File: config.mk
export PLATFORM = sky130hd
export DESIGN_NAME = clas_bist_flat
export DESIGN_NICKNAME = d
export VERILOG_FILES = /design/src/rtl/clas_bist_if.sv /design/src/rtl/clas_bist.sv /design/src/flat_wrapper.sv
export SDC_FILE = /design/constraint.sdc
export NUM_CORES = 1
export LEC_CHECK = 0
export BUFFER_PORTS_ARGS = -buffer_cell sky130_fd_sc_hd__buf_2
export CORE_UTILIZATION = 45
export CTS_BUF_LIST = sky130_fd_sc_hd__clkbuf_4
export DETAILED_ROUTE_END_ITERATION = 7
export GPL_TIMING_DRIVEN = 0
export PLACE_DENSITY_LB_ADDON = 0.1
export SLEW_MARGIN = 20
export SYNTH_ARGS = -nofsm -noshare
export SYNTH_HDL_FRONTEND = slang
export SYNTH_SLANG_ARGS = --single-unit
File: constraint.sdc
create_clock -name clk -period 5.4 [get_ports clk]
set_clock_uncertainty 0.15 [all_clocks]
set_input_delay 0.54 -clock clk [delete_from_list [all_inputs] [get_ports clk]]
set_output_delay 0.54 -clock clk [all_outputs]
set_load 0.05 [all_outputs]
File: src/rtl/clas_bist_if.sv
// Bus between clas_bist and the add/subtract unit it exercises.
// slave: the BIST block itself. master: whatever sits on the other side
// (system control plus the unit under test).
interface clas_bist_if #(
  parameter int WIDTH = 16
);
  logic             start;
  logic [WIDTH-1:0] dut_result;
  logic             dut_c_out;
  logic [WIDTH-1:0] dut_a;
  logic [WIDTH-1:0] dut_b;
  logic             dut_sel;
  logic             busy;
  logic             done;
  logic             pass;
  logic [WIDTH-1:0] fail_a;
  logic [WIDTH-1:0] fail_b;
  logic             fail_sel;
  logic [WIDTH-1:0] fail_result;

  modport slave (
    input  start, dut_result, dut_c_out,
    output dut_a, dut_b, dut_sel, busy, done, pass,
           fail_a, fail_b, fail_sel, fail_result
  );

  modport master (
    output start, dut_result, dut_c_out,
    input  dut_a, dut_b, dut_sel, busy, done, pass,
           fail_a, fail_b, fail_sel, fail_result
  );
endinterface

File: src/rtl/clas_bist.sv
// Exhaustive BIST driver/checker for the carry look-ahead add/subtract unit.
// Sweeps sel (outer), a (middle), b (inner), holds each vector SETTLE cycles,
// compares the unit's outputs with a built-in model and stops on the first
// mismatch, latching the failing operands and the observed result.
module clas_bist #(
  parameter int WIDTH      = 16,
  parameter int SETTLE     = 1,
  parameter int CHECK_COUT = 1
) (
  input logic       clk,
  input logic       rst_n,
  clas_bist_if.slave bus
);

  typedef enum logic [1:0] {S_IDLE, S_RUN, S_DONE} state_t;

  // {sel, a, b} packed so the whole sweep is a single binary count.
  localparam int VW = 2 * WIDTH + 1;
  localparam int CW = (SETTLE > 1) ? $clog2(SETTLE) : 1;

  state_t           r_state, w_state_nxt;
  logic [VW-1:0]    r_vec, w_vec_nxt;
  logic [CW-1:0]    r_cnt, w_cnt_nxt;
  logic             r_busy, w_busy_nxt;
  logic             r_done, w_done_nxt;
  logic             r_pass, w_pass_nxt;
  logic [WIDTH-1:0] r_fail_a, w_fail_a_nxt;
  logic [WIDTH-1:0] r_fail_b, w_fail_b_nxt;
  logic             r_fail_sel, w_fail_sel_nxt;
  logic [WIDTH-1:0] r_fail_result, w_fail_result_nxt;

  logic [WIDTH-1:0] w_a, w_b;
  logic             w_sel;
  logic [WIDTH:0]   w_sum;
  logic             w_mismatch;
  logic             w_last;
  logic             w_cmp_edge;

  assign w_a   = r_vec[2*WIDTH-1:WIDTH];
  assign w_b   = r_vec[WIDTH-1:0];
  assign w_sel = r_vec[2*WIDTH];

  // Reference: a + b, or a + ~b + 1 for subtract; top bit is carry / no-borrow.
  assign w_sum = {1'b0, w_a} + {1'b0, (w_sel ? ~w_b : w_b)} + (WIDTH+1)'(w_sel);

  assign w_mismatch = (bus.dut_result != w_sum[WIDTH-1:0]) ||
                      ((CHECK_COUT != 0) && (bus.dut_c_out != w_sum[WIDTH]));
  assign w_last     = &r_vec;
  assign w_cmp_edge = (r_cnt == CW'(SETTLE - 1));

  // State and datapath registers; everything clears on reset.
  // NOTE: sequential state uses non-blocking assignments only, so every
  // register samples the pre-edge value of every other register.
  always_ff @(posedge clk or negedge rst_n) begin
    if (!rst_n) begin
      r_state       <= S_IDLE;
      r_vec         <= '0;
      r_cnt         <= '0;
      r_busy        <= 1'b0;
      r_done        <= 1'b0;
      r_pass        <= 1'b0;
      r_fail_a      <= '0;
      r_fail_b      <= '0;
      r_fail_sel    <= 1'b0;
      r_fail_result <= '0;
    end else begin
      r_state       <= w_state_nxt;
      r_vec         <= w_vec_nxt;
      r_cnt         <= w_cnt_nxt;
      r_busy        <= w_busy_nxt;
      r_done        <= w_done_nxt;
      r_pass        <= w_pass_nxt;
      r_fail_a      <= w_fail_a_nxt;
      r_fail_b      <= w_fail_b_nxt;
      r_fail_sel    <= w_fail_sel_nxt;
      r_fail_result <= w_fail_result_nxt;
    end
  end

  // Next-state and next-output logic for the IDLE/RUN/DONE sequencer.
  always_comb begin
    // NOTE: every signal gets a hold default before the case so no path
    // leaves one unassigned, which would otherwise infer a latch.
    w_state_nxt       = r_state;
    w_vec_nxt         = r_vec;
    w_cnt_nxt         = r_cnt;
    w_busy_nxt        = r_busy;
    w_done_nxt        = r_done;
    w_pass_nxt        = r_pass;
    w_fail_a_nxt      = r_fail_a;
    w_fail_b_nxt      = r_fail_b;
    w_fail_sel_nxt    = r_fail_sel;
    w_fail_result_nxt = r_fail_result;

    case (r_state)
      S_IDLE, S_DONE: begin
        // A new run wipes the previous verdict on the same edge.
        if (bus.start) begin
          w_state_nxt       = S_RUN;
          w_vec_nxt         = '0;
          w_cnt_nxt         = '0;
          w_busy_nxt        = 1'b1;
          w_done_nxt        = 1'b0;
          w_pass_nxt        = 1'b0;
          w_fail_a_nxt      = '0;
          w_fail_b_nxt      = '0;
          w_fail_sel_nxt    = 1'b0;
          w_fail_result_nxt = '0;
        end
      end
      S_RUN: begin
        if (!w_cmp_edge) begin
          w_cnt_nxt = r_cnt + 1'b1;
        end else if (w_mismatch) begin
          // Vector stays on the bus so the failing case can be probed.
          w_state_nxt       = S_DONE;
          w_busy_nxt        = 1'b0;
          w_done_nxt        = 1'b1;
          w_pass_nxt        = 1'b0;
          w_fail_a_nxt      = w_a;
          w_fail_b_nxt      = w_b;
          w_fail_sel_nxt    = w_sel;
          w_fail_result_nxt = bus.dut_result;
        end else if (w_last) begin
          w_state_nxt = S_DONE;
          w_busy_nxt  = 1'b0;
          w_done_nxt  = 1'b1;
          w_pass_nxt  = 1'b1;
        end else begin
          w_vec_nxt = r_vec + 1'b1;
          w_cnt_nxt = '0;
        end
      end
      default: w_state_nxt = S_IDLE;
    endcase
  end

  assign bus.dut_a       = w_a;
  assign bus.dut_b       = w_b;
  assign bus.dut_sel     = w_sel;
  assign bus.busy        = r_busy;
  assign bus.done        = r_done;
  assign bus.pass        = r_pass;
  assign bus.fail_a      = r_fail_a;
  assign bus.fail_b      = r_fail_b;
  assign bus.fail_sel    = r_fail_sel;
  assign bus.fail_result = r_fail_result;

endmodule
File: src/flat_wrapper.sv
// flat-port wrapper written by rule: the top's interface ports become plain ports
module clas_bist_flat 
#(
  parameter int WIDTH      = 16,
  parameter int SETTLE     = 1,
  parameter int CHECK_COUT = 1
)
  (clk, rst_n, bus_start, bus_dut_result, bus_dut_c_out, bus_dut_a, bus_dut_b, bus_dut_sel, bus_busy, bus_done, bus_pass, bus_fail_a, bus_fail_b, bus_fail_sel, bus_fail_result);
  clas_bist_if #(.WIDTH(WIDTH)) bus_i ();
  input logic clk;
  input logic rst_n;
  input wire logic [$bits(bus_i.start)-1:0] bus_start;
  input wire logic [$bits(bus_i.dut_result)-1:0] bus_dut_result;
  input wire logic [$bits(bus_i.dut_c_out)-1:0] bus_dut_c_out;
  output wire logic [$bits(bus_i.dut_a)-1:0] bus_dut_a;
  output wire logic [$bits(bus_i.dut_b)-1:0] bus_dut_b;
  output wire logic [$bits(bus_i.dut_sel)-1:0] bus_dut_sel;
  output wire logic [$bits(bus_i.busy)-1:0] bus_busy;
  output wire logic [$bits(bus_i.done)-1:0] bus_done;
  output wire logic [$bits(bus_i.pass)-1:0] bus_pass;
  output wire logic [$bits(bus_i.fail_a)-1:0] bus_fail_a;
  output wire logic [$bits(bus_i.fail_b)-1:0] bus_fail_b;
  output wire logic [$bits(bus_i.fail_sel)-1:0] bus_fail_sel;
  output wire logic [$bits(bus_i.fail_result)-1:0] bus_fail_result;
  assign bus_i.start = bus_start;
  assign bus_i.dut_result = bus_dut_result;
  assign bus_i.dut_c_out = bus_dut_c_out;
  assign bus_dut_a = bus_i.dut_a;
  assign bus_dut_b = bus_i.dut_b;
  assign bus_dut_sel = bus_i.dut_sel;
  assign bus_busy = bus_i.busy;
  assign bus_done = bus_i.done;
  assign bus_pass = bus_i.pass;
  assign bus_fail_a = bus_i.fail_a;
  assign bus_fail_b = bus_i.fail_b;
  assign bus_fail_sel = bus_i.fail_sel;
  assign bus_fail_result = bus_i.fail_result;
  clas_bist #(.WIDTH(WIDTH), .SETTLE(SETTLE), .CHECK_COUT(CHECK_COUT)) u_core (.clk(clk), .rst_n(rst_n), .bus(bus_i));
endmodule
==> results by group <==
Clock tree
  – Root Buffer: clkbuf_4
  – Clock buffer depth: 2
  – Post-cts sizing count: 0
  – Clk slew on worst S/H paths: 0.15 ns
  – Latest clock arrival within the worst-skew pair: ~0.47 ns
  – CTS tree: built
  – Post-CTS setup repair buffer count: 0
  – Num CTS Buffers: 9
  – CTS Hold Bufs: 1
  – CTS Sinks: between 80 and 90
  – H-tree Lvls: 3

Routing
  – ANT nets after route: 0
  – Initial DRC Count: about 310
  – Drt pass-1 iters: 7
  – Vias/cell: 5.57
  – Via count: 5167
  – Drt wl/cell: 17.8 um
  – DR DRC count: 0
  – WL final: between 15 and 20 mm

Yosys
  – Avg Inst Size Synth: between 8 and 9 um2
  – Mapped cell area: around 0.0056 mm2
  – FFs w/ async S/R, synth: 1.00
  – Flops & latches, synth: between 80 and 90
  – Post-synth cell types: 60
  – Post-synth EDFFs: 0
  – Synthesized netlist cell count: about 640
  – Synth warn: 0
  – Part of the Yosys area used for sequential elements: 0.385
  – Top FF cell, synth: dfrtp_1
  – Syn Nets: roughly 680

Setup path
  – Slowest cell on crit path: o31ai_1
  – CP Data Required Time: about 5.6 ns
  – CP Launch Point: u_core.r_vec[32]
  – Worst reg2reg path depth: 15
  – Critical Path AT: 5.29 ns
  – CP Launch Type: flip-flop
  – Critical path type: flip-flop to flip-flop
  – R2r setup slk: around 0.32 ns
  – Delay-heaviest family, CP: buffers and inverters
  – Max FO, Critical Path: 10
  – Crit-path cells: buf_2, buf_1, xor2_1, ha_1, clkbuf_1, a21o_1, or3_1, a21oi_1, a2111oi_0, o31ai_1, or3_1, buf_2, clkbuf_1, a211o_1, o21ai_1
  – WP buf/inv: 5
  – Critical R2R Launch: u_core.r_vec[32]
  – FF-to-FF End: u_core.r_vec[15]
  – Crit path capture type: flip-flop
  – Crit-path max cell delay: approximately 0.64 ns

Finish
  – Share of cells above drive strength 1: 0.183
  – Layout area overhead: 16.1%
  – Fin util: 0.542
  – Diode count: 0
  – Fin nets: just under 800
  – Fill count: ~1200

Timing
  – Hold slack: 0.153 ns
  – Relative slew slack: 0.516
  – Final-report max-slew violation count: 0
  – Final setup vio count: 0
  – Worst-Margin Slew: around 0.7 ns
  – Fmax: roughly 0.20 GHz
  – Crit path time final: between 5 and 6 ns
  – Final worst path period share: 0.942
  – Final hold viol count: 0
  – RSZ-0062 raised after global routing: false
  – TNS Setup: 0 ns

Power
  – Total design power: between 0.001 and 0.0015 W
  – PD cells: 199 mW/mm2
  – Worst vdd ir: around 130 uV
  – Pleak: between 3 and 4 nW

Global route
  – GRT overflow: 0
  – GR Util All Layers: 0.263
  – Vias in the first global route: roughly 5000
  – Initial antenna violation count: 0
  – Pin count of the biggest net entering global routing: 46
  – First-pass GRT wire length: between 20 and 30 mm

Run
  – Max-Cap Viols: 0

Floorplan
  – DIE WIDTH: between 100 and 150 um
  – Core Area: ~0.012 mm2
  – Starting Density: 0.466
  – I/O pins: ~110
  – Die footprint: approximately 0.013 mm2
  – Site Rows: 40
  – Die height: about 110 um

Worst hold path
  – Hold path start: bus_dut_result[15]
  – Hold path cells: 3
  – Worst hold path class: input port to flip-flop
  – Hold Path End: u_core.bus.fail_result[15]

Place
  – GP Congestion: between 0.8 and 0.9
  – Buffers on Ports: between 100 and 150
  – Detail Placement HPWL: about 13 mm

Status
  – Status: completed
==> how the worst max path moves through the flow <==
stage	slack [ns]	endpoint	cells after the start
floorplan	1.12	u_core.bus.fail_a[10]	14
global placement	0.45	u_core.r_vec[15]	15
detailed placement	0.44	u_core.r_vec[15]	15
global route	0.02	u_core.bus.fail_a[9]	14
finish	0.32	u_core.r_vec[15]	15
CTS	0.40	u_core.r_vec[15]	15
==> cells in the final DEF (no fill, tap or decap), types with 8 or more instances in the layout <==
| cell | instances |
|---|---|
| dfrtp_1 | 87 |
| inv_1 | 59 |
| nor2_1 | 18 |
| clkbuf_1 | 21 |
| buf_2 | 111 |
| o21ai_1 | 28 |
| mux2i_1 | 53 |
| nand4_1 | 11 |
| ha_1 | 19 |
| nand3_1 | 17 |
| a21oi_1 | 18 |
| o21a_1 | 8 |
| nor3_1 | 13 |
| xnor2_1 | 12 |
| and3_1 | 8 |
| or3_1 | 14 |
| o21ai_0 | 19 |
| xor2_1 | 19 |
| clkbuf_4 | 11 |
| a211o_1 | 29 |
| nand2b_1 | 14 |
| nand2_1 | 92 |
==> registers in the layout (all words and copies together) (netlist names) <==
name                    count
u_core.bus.busy             1
u_core.bus.done             1
u_core.bus.fail_a          16
u_core.bus.fail_b          16
u_core.bus.fail_result     16
u_core.bus.fail_sel         1
u_core.bus.pass             1
u_core.r_state              2
u_core.r_vec               33
==> routing by layer <==
metal	vias to the layer above	part of all wire	GRT usage
met5	-	0	0
met4	0	0.026	0.0978
met3	35	0.052	0.0361
met2	186	0.46	0.417
met1	2462	0.47	0.366
li1	2484	-	-
==> stage by stage <==
stage | cells | cell area (um2) | setup slack [ns]
6_report | 928 | 6560 | 0.316
5_1_grt | 928 | 6560 | 0.0210
4_1_cts | 928 | 6560 | 0.396
3_5_place_dp | 911 | 6410 | 0.440
3_3_place_gp | 910 | 6380 | 0.447
2_1_floorplan | 638 | 5650 | 1.12
==> where the power goes <==
group | internal (W) | switching, W | leakage [nW]
clock | 0.000153 | 0.000246 | 0.0812
sequential | 0.000672 | 0.00000968 | 1.19
combinational | 0.0000620 | 0.000161 | 2.07
==> synthesized netlist by cell type, types with 11 or more instances <==
cell / count / share of area
nand2_1: 92 / 0.061
dfrtp_1: 87 / 0.39
inv_1: 59 / 0.039
mux2i_1: 53 / 0.094
a211o_1: 29 / 0.045
o21ai_1: 28 / 0.025
clkbuf_1: 21 / 0.014
ha_1: 19 / 0.042
o21ai_0: 19 / 0.017
xor2_1: 19 / 0.029
a21oi_1: 18 / 0.016
nor2_1: 18 / 0.012
nand3_1: 17 / 0.015
nand2b_1: 14 / 0.016
or3_1: 14 / 0.016
nor3_1: 13 / 0.012
xnor2_1: 12 / 0.019
nand4_1: 11 / 0.012
==> worst min-delay path: stages <==
cell and delay (ns):
buf_2 0.11, inv_1 0.04, mux2i_1 0.05
==> final cells by class <==
type                            instances  area (um2)  area share
Multi-Input combinational cell        457        3100       0.472
Sequential cell                        87        2180       0.332
Timing Repair Buffer                  106         561      0.0854
Inverter                               61         229      0.0349
Tap cell                              168         210      0.0320
Buffer                                 33         145      0.0221
Clock buffer                           11        82.6      0.0126
Clock inverter                          5        57.6     0.00877
==> kinds of logic after synthesis <==
group,after synthesis,synth area share
buffers and inverters,94,0.0662
AND/OR/NAND/NOR,210,0.182
adder cells (fa/ha/maj),20,0.0456
multiplexers,55,0.0979
AO/OA/AOI/OAI,140,0.172
XOR/XNOR,32,0.0509
flip-flops,87,0.385
Note: power is estimated with default switching activity, not from simulation.
